### src/rtl/freq_load_arbiter.sv
// Round-robin arbiter sharing one frequency register between note sources.
// Drives FREQ_OUT/LOAD, skips duplicate words, and holds a settle window.
module freq_load_arbiter #(
  parameter int NUM_REQ       = 4,
  parameter int FREQ_W        = 20,
  parameter int SETTLE_CYCLES = 4,
  parameter int ID_W          = 2
) (
  input  logic                      clk,
  input  logic                      rst_n,
  input  logic [NUM_REQ-1:0]        REQ,
  input  logic [NUM_REQ*FREQ_W-1:0] REQ_FREQ,
  output logic [NUM_REQ-1:0]        ACK,
  output logic [FREQ_W-1:0]         FREQ_OUT,
  output logic                      LOAD,
  output logic                      BUSY,
  output logic [ID_W-1:0]           GRANT_ID
);

  localparam logic [1:0] S_IDLE   = 2'd0;
  localparam logic [1:0] S_LOAD   = 2'd1;
  localparam logic [1:0] S_SETTLE = 2'd2;

  localparam logic [ID_W:0] NR = (ID_W+1)'(NUM_REQ);
  localparam logic [7:0] SETTLE_INIT =
    8'(SETTLE_CYCLES > 0 ? SETTLE_CYCLES - 1 : 0);

  logic [1:0]         state_q, state_d;
  logic [ID_W-1:0]    ptr_q, ptr_d;
  logic [7:0]         cnt_q, cnt_d;
  logic [FREQ_W-1:0]  freq_q, freq_d;
  logic               load_q, load_d;
  logic               busy_q, busy_d;
  logic [NUM_REQ-1:0] ack_q, ack_d;
  logic [ID_W-1:0]    gid_q, gid_d;

  logic [NUM_REQ-1:0] req_rot;
  logic [NUM_REQ-1:0] gnt_oh;
  logic               found;
  logic [ID_W:0]      off;
  logic [ID_W:0]      sum;
  logic [ID_W:0]      nxt;
  logic [ID_W-1:0]    gnt;
  logic [FREQ_W-1:0]  word;

  // Rotate so bit 0 is the pointer; lowest set bit wins.
  always_comb begin
    req_rot = NUM_REQ'({REQ, REQ} >> ptr_q);
    found   = 1'b0;
    off     = '0;
    for (int i = NUM_REQ - 1; i >= 0; i--) begin
      if (req_rot[i]) begin
        found = 1'b1;
        off   = (ID_W+1)'(i);
      end
    end
    sum = {1'b0, ptr_q} + off;
    if (sum >= NR) sum = sum - NR;
    gnt = sum[ID_W-1:0];
    nxt = {1'b0, gnt} + (ID_W+1)'(1);
    if (nxt == NR) nxt = '0;
    word   = '0;
    gnt_oh = '0;
    for (int i = 0; i < NUM_REQ; i++) begin
      if (gnt == ID_W'(i)) begin
        word      = REQ_FREQ[i*FREQ_W +: FREQ_W];
        gnt_oh[i] = found;
      end
    end
  end

  always_comb begin
    state_d = state_q;
    ptr_d   = ptr_q;
    cnt_d   = cnt_q;
    freq_d  = freq_q;
    load_d  = 1'b0;
    ack_d   = '0;
    busy_d  = busy_q;
    gid_d   = gid_q;
    case (state_q)
      S_IDLE: begin
        if (found) begin
          ack_d = gnt_oh;
          gid_d = gnt;
          ptr_d = nxt[ID_W-1:0];
          if (word != freq_q) begin
            freq_d  = word;
            load_d  = 1'b1;
            busy_d  = 1'b1;
            state_d = S_LOAD;
          end
        end
      end
      S_LOAD: begin
        if (SETTLE_CYCLES == 0) begin
          busy_d  = 1'b0;
          state_d = S_IDLE;
        end else begin
          cnt_d   = SETTLE_INIT;
          state_d = S_SETTLE;
        end
      end
      S_SETTLE: begin
        if (cnt_q == 8'd0) begin
          busy_d  = 1'b0;
          state_d = S_IDLE;
        end else begin
          cnt_d = cnt_q - 8'd1;
        end
      end
      default: begin
        busy_d  = 1'b0;
        state_d = S_IDLE;
      end
    endcase
  end

  always_ff @(posedge clk or negedge rst_n) begin
    if (!rst_n) begin
      state_q <= S_IDLE;
      ptr_q   <= '0;
      cnt_q   <= '0;
      freq_q  <= '0;
      load_q  <= 1'b0;
      busy_q  <= 1'b0;
      ack_q   <= '0;
      gid_q   <= '0;
    end else begin
      state_q <= state_d;
      ptr_q   <= ptr_d;
      cnt_q   <= cnt_d;
      freq_q  <= freq_d;
      load_q  <= load_d;
      busy_q  <= busy_d;
      ack_q   <= ack_d;
      gid_q   <= gid_d;
    end
  end

  assign ACK      = ack_q;
  assign FREQ_OUT = freq_q;
  assign LOAD     = load_q;
  assign BUSY     = busy_q;
  assign GRANT_ID = gid_q;

endmodule

### config.mk
export PLATFORM = sky130hd
export DESIGN_NAME = freq_load_arbiter
export DESIGN_NICKNAME = d
export VERILOG_FILES = /design/src/rtl/freq_load_arbiter.sv
export SDC_FILE = /design/constraint.sdc
export NUM_CORES = 1
export LEC_CHECK = 0
export ABC_AREA = 1
export CORE_UTILIZATION = 44
export CTS_CLUSTER_DIAMETER = 200
export DETAILED_ROUTE_END_ITERATION = 6
export HOLD_SLACK_MARGIN = 0.03
export PLACE_DENSITY = 0.79
export SLEW_MARGIN = 20
export SYNTH_ARGS = -nofsm -noshare
export SYNTH_HDL_FRONTEND = slang
export SYNTH_SLANG_ARGS = --single-unit
export TNS_END_PERCENT = 5
### constraint.sdc
create_clock -name clk -period 3.55 [get_ports clk]
set_clock_uncertainty 0.05 [all_clocks]
set_input_delay 0.71 -clock clk [delete_from_list [all_inputs] [get_ports clk]]
set_output_delay 0.71 -clock clk [all_outputs]
set_load 0.02 [all_outputs]
==> results_dict.tcl <==
set metrics [dict create \
    critical_path.most_common_cell "nand2_1" \
    die-area_um2 7140 \
    end_kind "flop" \
    crit_arrival_ps 3890 \
    avgViaCountPerCell 5.31 \
    timing.rr.start "ptr_q[0]" \
    final_cell_mix "180 x nand2_1, 108 x clkdlybuf4s50_1, 44 x nand3_1" \
    synth_cell_types 28 \
    num-fill-cells 433 \
    grt.overflow.total 0 \
    antenna_found_initial 0 \
    r2r_cells 28 \
    grt_use_met2_pct 53.2 \
    slowest_delay_ps 250 \
    clock_tree.root_cell "clkbuf_8" \
    rsz0062_at_grt "true" \
    min_period_ps 3730 \
    layout.cells.most_common "nand2_1" \
    layout.nets 741 \
    path_max_fanout 12 \
    grt_pass1_wl_um 17200 \
    via_count 3858 \
    path_class "in2reg" \
    grt_pass1_vias 3675 \
    drtIter0Drc 328 \
    yosys_warnings 0 \
    min_path_cells 1 \
    final_cells 726 \
    start_kind "input port" \
    cts_tree "yes" \
    violations "design-rule violations, negative setup slack" \
    critPathTopFamily "simple AND/OR/NAND/NOR gates" \
    maxCapViolations 0 \
    place.gp.congestion 0.930 \
    worstHoldStart "cnt_q[7]" \
    drv_slew 0 \
    cts_inserted_buffers 5 \
    grt_max_degree 41 \
    cp.required_ps 3710 \
    tightest_slew_ps 953 \
    wl_um 11400 \
    status "finished, violations left" \
    finalHoldViolations 0 \
    post_drt_wl_per_cell_um 15.7 \
    clk_pin_slew_ps 90 \
    worst-r2r-setup-slack_ps -170 \
    insertion_delay_ps 310 \
    htreeDepth 2 \
    syn_area_um2 3000 \
    syn2layout_area_growth_pct 68.4 \
    hold_path.class "reg2reg" \
    firstDrtPassIters 7 \
    final-seq-area_um2 1000 \
    placedCellCount 706 \
    dpl_cell_area_um2 4500 \
    pin_count 114 \
    holdPathEnd "cnt_q[7]" \
    cts_buffer_depth 2 \
    final_util_pct 78.1 \
    rr_endpoint "FREQ_OUT[12]" \
    rows 29 \
    fmax_ghz 0.268 \
    crit_slowest_cell "xor2_2" \
    antenna_cells_inserted 0 \
    syn_area_per_cell_um2 6.17 \
    drive_gt1_share_pct 22.3 \
    cts.sinks 40 \
    netlist_instances 486 \
    top_usage_layer "met2" \
    yosysSeqAreaShare_pct 33.4 \
    met3_usage_pct 5.51 \
    fin_crit_sh_pct 105 \
    multi_input_area_um2 1950 \
    hpwl_um 7400 \
    die_h_um 84.5 \
    relSlewSlack_pct 36.5 \
    crit_buf_inv 6 \
    die_w_um 84.5 \
    setup_viol 23 \
    postLayoutCellArea_um2 5050 \
    core_area_um2 6460 \
    route.detailed.drc 16 \
    grtUsageTotal_pct 30.6 \
    cts_hold_buf 0 \
    ant_nets 0 \
    portBuffers 113 \
    synth_seq_cells 40 \
    start_util_pct 46.4 \
    timing.final.ws_setup_ps -181 \
    met1_usage_pct 37.1 \
    syn_nets 579 \
    place_ws_ps -808 \
]
==> stage by stage <==
| step | TNS [ps] | hold WS (ps) |
|---|---|---|
| 2_1_floorplan | 0 | 364 |
| 3_3_place_gp | -15660 | 400 |
| 3_5_place_dp | -17970 | 405 |
| 4_1_cts | -642 | 417 |
| 5_1_grt | -7490 | 449 |
| 6_report | -3720 | 414 |
==> Yosys cell counts <==
cell type / instances / area [um^2]
nor2_1: 50 / 188
xnor2_1: 2 / 17.5
clkbuf_1: 2 / 7.51
a21boi_0: 1 / 7.51
nand4_1: 2 / 12.5
buf_4: 1 / 7.51
inv_2: 1 / 3.75
o21ai_0: 14 / 70.1
nand2_1: 208 / 781
a31oi_1: 1 / 6.26
o21ai_1: 1 / 5.00
or2_2: 2 / 12.5
ha_1: 7 / 87.6
nand3_1: 47 / 235
inv_1: 48 / 180
nor3_1: 1 / 5.00
nand3b_1: 7 / 52.6
or2_1: 5 / 31.3
o211ai_1: 1 / 7.51
a21oi_2: 2 / 17.5
nor2_2: 1 / 6.26
nand2_2: 1 / 6.26
dfrtp_1: 40 / 1000
a21oi_1: 22 / 110
buf_2: 11 / 55.1
xor2_1: 3 / 26.3
nor2_4: 1 / 11.3
buf_6: 4 / 45.0
==> worst max path at each step <==
stage                   from           end  slack (ps)  cells after the start
global route        ptr_q[0]  FREQ_OUT[13]        -340                     28
global placement      REQ[0]  FREQ_OUT[19]        -690                     28
finish                REQ[2]  FREQ_OUT[12]        -180                     26
detailed placement    REQ[0]  FREQ_OUT[19]        -810                     30
floorplan             REQ[2]  FREQ_OUT[10]         100                     24
CTS                   REQ[2]  FREQ_OUT[19]         -60                     27
==> layer usage <==
metal	wire length, um	share of wire [%]
met1	4400	39
met2	5760	50
met3	905	7.9
met4	353	3.1
met5	0	0
==> cell type report <==
| class | instances | area share [%] |
|---|---|---|
| inverter | 49 | 3.74 |
| clock inverter | 3 | 0.917 |
| multi-input combinational | 379 | 38.6 |
| timing repair buffer | 173 | 33.6 |
| sequential | 40 | 19.9 |
| clock buffer | 5 | 1.36 |
| tap | 77 | 1.91 |
==> state kept, by name, indices dropped and copies added, names as in the netlist <==
signal    flops
ACK           4
BUSY          1
FREQ_OUT     20
GRANT_ID      2
LOAD          1
cnt_q         8
ptr_q         2
state_q       2
==> kinds of logic (layout without fill, tap and decap cells) <==
logic type | Yosys count | after routing | synth area share (%)
adder cells (fa/ha/maj) | 7 | 7 | 2.92
AND/OR/NAND/NOR | 325 | 325 | 44.8
AO/OA/AOI/OAI | 42 | 42 | 7.47
buffers and inverters | 67 | 230 | 9.98
XOR/XNOR | 5 | 5 | 1.46
flip-flops | 40 | 40 | 33.4
==> what timing repair did <==
item,in CTS,in global routing
resized for setup,56,58
setup buffers,8,2
gates cloned,1,3
endpoints found under the setup margin,23,23
pin swaps,22,29
Power is left out: the tool's default activity adds up to more than one toggle a clock period on the data nets, which glitch-free logic cannot reach.
